[src/rtl/cacheline_adaptor.sv]
// Bridges one full-line cache memory request onto a narrower burst memory.
// The line moves lowest beat first, and completion is a single-cycle pmem_resp.
module cacheline_adaptor #(
    parameter int LINE_WIDTH = 256,
    parameter int BEAT_WIDTH = 64,
    parameter int ADDR_WIDTH = 32
) (
    input  logic                  clk,
    input  logic                  rst,
    input  logic                  pmem_read,
    input  logic                  pmem_write,
    input  logic [ADDR_WIDTH-1:0] pmem_address,
    input  logic [LINE_WIDTH-1:0] pmem_wdata,
    output logic [LINE_WIDTH-1:0] pmem_rdata,
    output logic                  pmem_resp,
    output logic                  burst_read,
    output logic                  burst_write,
    output logic [ADDR_WIDTH-1:0] burst_address,
    output logic [BEAT_WIDTH-1:0] burst_wdata,
    input  logic [BEAT_WIDTH-1:0] burst_rdata,
    input  logic                  burst_resp
);

    localparam int BEATS = LINE_WIDTH / BEAT_WIDTH;
    localparam int CW    = (BEATS > 1) ? $clog2(BEATS) : 1;
    localparam logic [CW-1:0] LAST = CW'(BEATS - 1);
    localparam logic [ADDR_WIDTH-1:0] AMASK = ~ADDR_WIDTH'(LINE_WIDTH / 8 - 1);

    typedef enum logic [1:0] {IDLE, RD, WR, DONE} state_t;

    state_t                           state_q, state_d;
    logic [CW-1:0]                    cnt_q, cnt_d, cnt_inc;
    logic [BEATS-1:0][BEAT_WIDTH-1:0] line_q, line_d;
    logic [LINE_WIDTH-1:0]            rdata_d;
    logic                             resp_d, bread_d, bwrite_d;
    logic [ADDR_WIDTH-1:0]            baddr_d;
    logic [BEAT_WIDTH-1:0]            bwdata_d;

    // Counter wraps to zero on the final beat, even for non power-of-two BEATS
    assign cnt_inc = (cnt_q == LAST) ? '0 : cnt_q + CW'(1);

    always_comb begin
        state_d  = state_q;
        cnt_d    = cnt_q;
        line_d   = line_q;
        rdata_d  = pmem_rdata;
        resp_d   = 1'b0;
        bread_d  = burst_read;
        bwrite_d = burst_write;
        baddr_d  = burst_address;
        bwdata_d = burst_wdata;
        unique case (state_q)
            IDLE: begin
                if (pmem_write) begin
                    line_d   = pmem_wdata;
                    baddr_d  = pmem_address & AMASK;
                    bwdata_d = pmem_wdata[BEAT_WIDTH-1:0];
                    bwrite_d = 1'b1;
                    cnt_d    = '0;
                    state_d  = WR;
                end else if (pmem_read) begin
                    baddr_d = pmem_address & AMASK;
                    bread_d = 1'b1;
                    cnt_d   = '0;
                    state_d = RD;
                end
            end
            RD: begin
                if (burst_resp) begin
                    line_d[cnt_q] = burst_rdata;
                    cnt_d         = cnt_inc;
                    if (cnt_q == LAST) begin
                        bread_d = 1'b0;
                        rdata_d = line_d;
                        resp_d  = 1'b1;
                        state_d = DONE;
                    end
                end
            end
            WR: begin
                if (burst_resp) begin
                    cnt_d = cnt_inc;
                    if (cnt_q == LAST) begin
                        bwrite_d = 1'b0;
                        resp_d   = 1'b1;
                        state_d  = DONE;
                    end else begin
                        bwdata_d = line_q[cnt_inc];
                    end
                end
            end
            DONE: state_d = IDLE;
            default: state_d = IDLE;
        endcase
    end

    always_ff @(posedge clk or posedge rst) begin
        if (rst) begin
            state_q       <= IDLE;
            cnt_q         <= '0;
            line_q        <= '0;
            pmem_rdata    <= '0;
            pmem_resp     <= 1'b0;
            burst_read    <= 1'b0;
            burst_write   <= 1'b0;
            burst_address <= '0;
            burst_wdata   <= '0;
        end else begin
            state_q       <= state_d;
            cnt_q         <= cnt_d;
            line_q        <= line_d;
            pmem_rdata    <= rdata_d;
            pmem_resp     <= resp_d;
            burst_read    <= bread_d;
            burst_write   <= bwrite_d;
            burst_address <= baddr_d;
            burst_wdata   <= bwdata_d;
        end
    end

endmodule

[config.mk]
export PLATFORM = sky130hd
export DESIGN_NAME = cacheline_adaptor
export DESIGN_NICKNAME = d
export VERILOG_FILES = /design/src/rtl/cacheline_adaptor.sv
export SDC_FILE = /design/constraint.sdc
export NUM_CORES = 1
export LEC_CHECK = 0
export BUFFER_PORTS_ARGS = -buffer_cell sky130_fd_sc_hd__buf_2
export CAP_MARGIN = 20
export CELL_PAD_IN_SITES_DETAIL_PLACEMENT = 1
export CELL_PAD_IN_SITES_GLOBAL_PLACEMENT = 1
export CORE_ASPECT_RATIO = 0.75
export CORE_MARGIN = 2
export CORE_UTILIZATION = 43
export DETAILED_ROUTE_END_ITERATION = 7
export HOLD_SLACK_MARGIN = 0.05
export PLACE_DENSITY_LB_ADDON = 0.1
export SYNTH_ARGS = -nofsm -noshare
export SYNTH_HDL_FRONTEND = slang
export SYNTH_SLANG_ARGS = --single-unit
export TNS_END_PERCENT = 100
[constraint.sdc]
create_clock -name clk -period 19.6 [get_ports clk]
set_input_delay 0.98 -clock clk [delete_from_list [all_inputs] [get_ports clk]]
set_output_delay 0.98 -clock clk [all_outputs]
set_load 0.1 [all_outputs]
==> summary by stage <==
Run status
The run finished with clean final reports.

Logic synthesis
Among all cell types in the netlist, the one instantiated most often is dfrtp_1. The Yosys step of the flow raised 0 warnings. In the synthesized netlist the dominant register cell turns out to be dfrtp_1. The synthesized design contains 610 register bits.

By count the netlist is led by dfrtp_1, o21ai_0, nand2_1, mux2i_1, or2_2. Ranked by total cell area, the synthesized netlist is headed by dfrtp_1, mux2i_1, o221a_2. A synthesized cell averages 11.81 µm². The number of enable flip-flop cells after synthesis is 0. Summing the sequential cell areas from Yosys gives 51.77% of the chip area. The top cell type's share of synthesized area is 51.77%. The cell count after synthesis is 2496. The netlist area before placement is 29490 µm². The most area-hungry cell type in the Yosys netlist is dfrtp_1. In this run, distinct cell masters in the synthesized netlist total 51. After synthesis, the share of flip-flops with an asynchronous set or reset is 100.0%.

Finish
In the final design database the tool counted 3426 nets. The sequential cells in the finished layout cover a total of 15270 µm². From synthesis to final layout, the design area changed by 20.74%.

Of the cells placed in the final design, the portion with a size suffix greater than 1 is 40.82%. The total of fill cells in the finished design is 7340. The multi-input combinational cells in the finished layout cover a total of 13080 µm².

Timing
The achievable frequency is 205.2 MHz. The final setup TNS is 0 ps. In this run the tightest slew margin relative to its limit is 13.24%. The shortest period the worst path allows is 4874 ps.

Between clock sinks in the finished design, the worst skew comes to 15.57 ps. The slack of the critical path is 14730 ps. For the pin with the worst max-slew slack, the measured transition is 1299 ps. In the finished design, the share of the clock period the worst path needs comes to 24.87%. Setup repair after global routing left no endpoint under its margin. The max-slew violation total from the final report was 0.

The final-report hold violation count came to 0. The number of failing setup endpoints in the final timing report is 0.

Global routing
The maximum number of pins on one net before global-route repair is 157. Global routing consumed, over all layers together, 32.67% of the routing resources. The number of global-route vias before repair was 25783. The total congestion overflow after global routing is 0. The initial antenna violation count is 37. The first global-routing pass estimated 172800 µm of wire.

Floorplanning
For this configuration, the core starts out at a cell density of 43.28%. The core area is 68130 µm². The overall die area is 70700 µm². The number of ports placed on the die boundary is 712. In this run the core area contains 83 standard-cell rows. The overall die height is 230.8 µm. The floorplan die width is 306.4 µm.

Setup path
The category of the critical setup timing path is reg -> reg. The worst reg-to-reg path cell count is 6. The data arrival time of the critical path is 5370 ps. The endpoint of the most critical register-to-register path is burst_wdata[24].

The worst path required time is 20090 ps. The startpoint identified for the worst register-to-register timing path is cnt_q[0]. Across all register-to-register paths, the minimum setup slack is 14730 ps. STA classifies the critical path endpoint as a flip-flop. The biggest fanout along the worst timing path is 40. The startpoint type of the worst setup path is a flip-flop.

Placement
The HPWL reported at the end of detailed placement is 74060 µm. OpenSTA, run right after detailed placement, puts the worst setup slack at 14750 ps. The routability-driven placement congestion ratio is 0.8788.

The count of input and output buffers is 701.

Detailed routing
Once detail routing completed, the nets flagged for antenna violations numbered 0. The starting DRC count in detailed routing is 1831. In the final routed layout, each cell accounts on average for 28.95 µm.

The sum of routed wire length over all layers is 116600 µm. After detailed routing, the number of remaining DRC violations is 0. The number of iterations in the first detailed-routing pass is 5. The detail-routed via count per cell is 6.053. The routed layout has 24387 vias.

Hold path
The class of the most critical hold timing path is reg -> reg. For hold timing, the worst endpoint is pmem_rdata[194]. The worst hold path was traced through 2 stages. The startpoint identified for the worst hold timing path is pmem_rdata[194].

CTS
The clock tree from TritonCTS is yes. The largest buffer count on any clock path is 3. After clock tree synthesis, the flow added hold-fix buffers numbering 0. The CTS sink count is 610.

The clock buffer count from CTS is 66. The total of cells resized after clock tree synthesis is 0. CTS built an H-tree with a depth of 3. Buffers added to address setup during post-CTS repair amount to 0. The later pin in the worst-skew pair is clocked with a latency of 620 ps.

The buffer type at the clock tree root is clkbuf_16. The clock transition at the registers of the reported paths is 70 ps.

Job
Across the run, the number of max-cap violations was 0.
-- how the worst max path moves through the flow --
stage	startpoint	end	slack [ps]
after CTS	cnt_q[0]	burst_wdata[24]	14720
after global placement	cnt_q[0]	burst_wdata[25]	14790
after global routing	cnt_q[0]	burst_wdata[24]	14520
after detailed placement	cnt_q[0]	burst_wdata[24]	14750
after floorplan	rst	burst_address[10]	1540
final	cnt_q[0]	burst_wdata[24]	14730
-- registers in the layout, indices dropped and copies added (netlist names) --
name	flops
burst_wdata	64
burst_address	27
pmem_resp	1
pmem_rdata	256
burst_write	1
cnt_q	2
burst_read	1
line_q	256
state_q	2
-- kinds of logic (layout without fill, tap and decap cells) --
logic type | after synthesis | after routing | share of synthesized area, %
other cells | 1 | 33 | 0.01272
simple gates | 610 | 610 | 11.44
mux | 351 | 351 | 14.81
buf+inv | 264 | 873 | 4.362
flops | 610 | 610 | 51.77
compound gates | 650 | 650 | 17.19
fa+ha+maj | 10 | 10 | 0.4243
-- metrics by stage --
stage / std cells / utilization [%] / cell area, µm² / hold WS [ps]
2_1_floorplan: 2500 / - / 29500 / 517.4
3_3_place_gp: 3881 / 48.92 / 33330 / 457.3
3_5_place_dp: 3882 / 48.96 / 33360 / 465.0
4_1_cts: 4000 / 52.11 / 35500 / 479.2
5_1_grt: 4026 / 52.25 / 35590 / 505.1
6_report: 4029 / 52.26 / 35600 / 474.2
-- layout by cell type (no fill, tap or decap), types with 17 or more instances in the layout --
master	Yosys	final
buf_2	104	700
dfrtp_1	610	609
o21ai_0	307	307
nand2_1	260	260
mux2i_1	258	258
or2_2	170	170
o221a_2	151	151
clkbuf_16	0	71
mux4_2	64	64
and4_1	64	64
a221o_1	64	64
nand3b_1	48	48
a2bb2oi_1	48	48
o221a_1	40	40
buf_4	14	32
diode_2	0	28
mux2_2	27	27
clkbuf_1	93	23
or2_1	20	20
nor2_1	20	19
inv_1	19	17
-- worst max-delay path, stage by stage, from the launching register on --
cell	delay (ps)
dfrtp_4	860
buf_4	850
inv_1	310
ha_4	910
buf_4	770
mux4_2	610
a221o_1	350
-- metal layers --
layer,GRT usage (%),vias to the layer above,share of wire [%]
met5,0,-,0.092
met4,13.91,18,3.6
met3,6.243,231,6.8
met2,51.31,1043,47
met1,44.42,12625,42
li1,-,10470,-
-- final cells by class --
| cell class | instances | share of cell area (%) |
|---|---|---|
| timing repair buffer | 736 | 10.78 |
| inverter | 19 | 0.2214 |
| antenna | 28 | 0.1968 |
| clock inverter | 9 | 0.2179 |
| multi-input combinational | 1626 | 36.74 |
| tap | 892 | 3.135 |
| sequential | 610 | 42.89 |
| clock buffer | 109 | 5.813 |
Power is not shown: default switching activity piles up to over one toggle a cycle in this logic, so the estimate is an artifact.
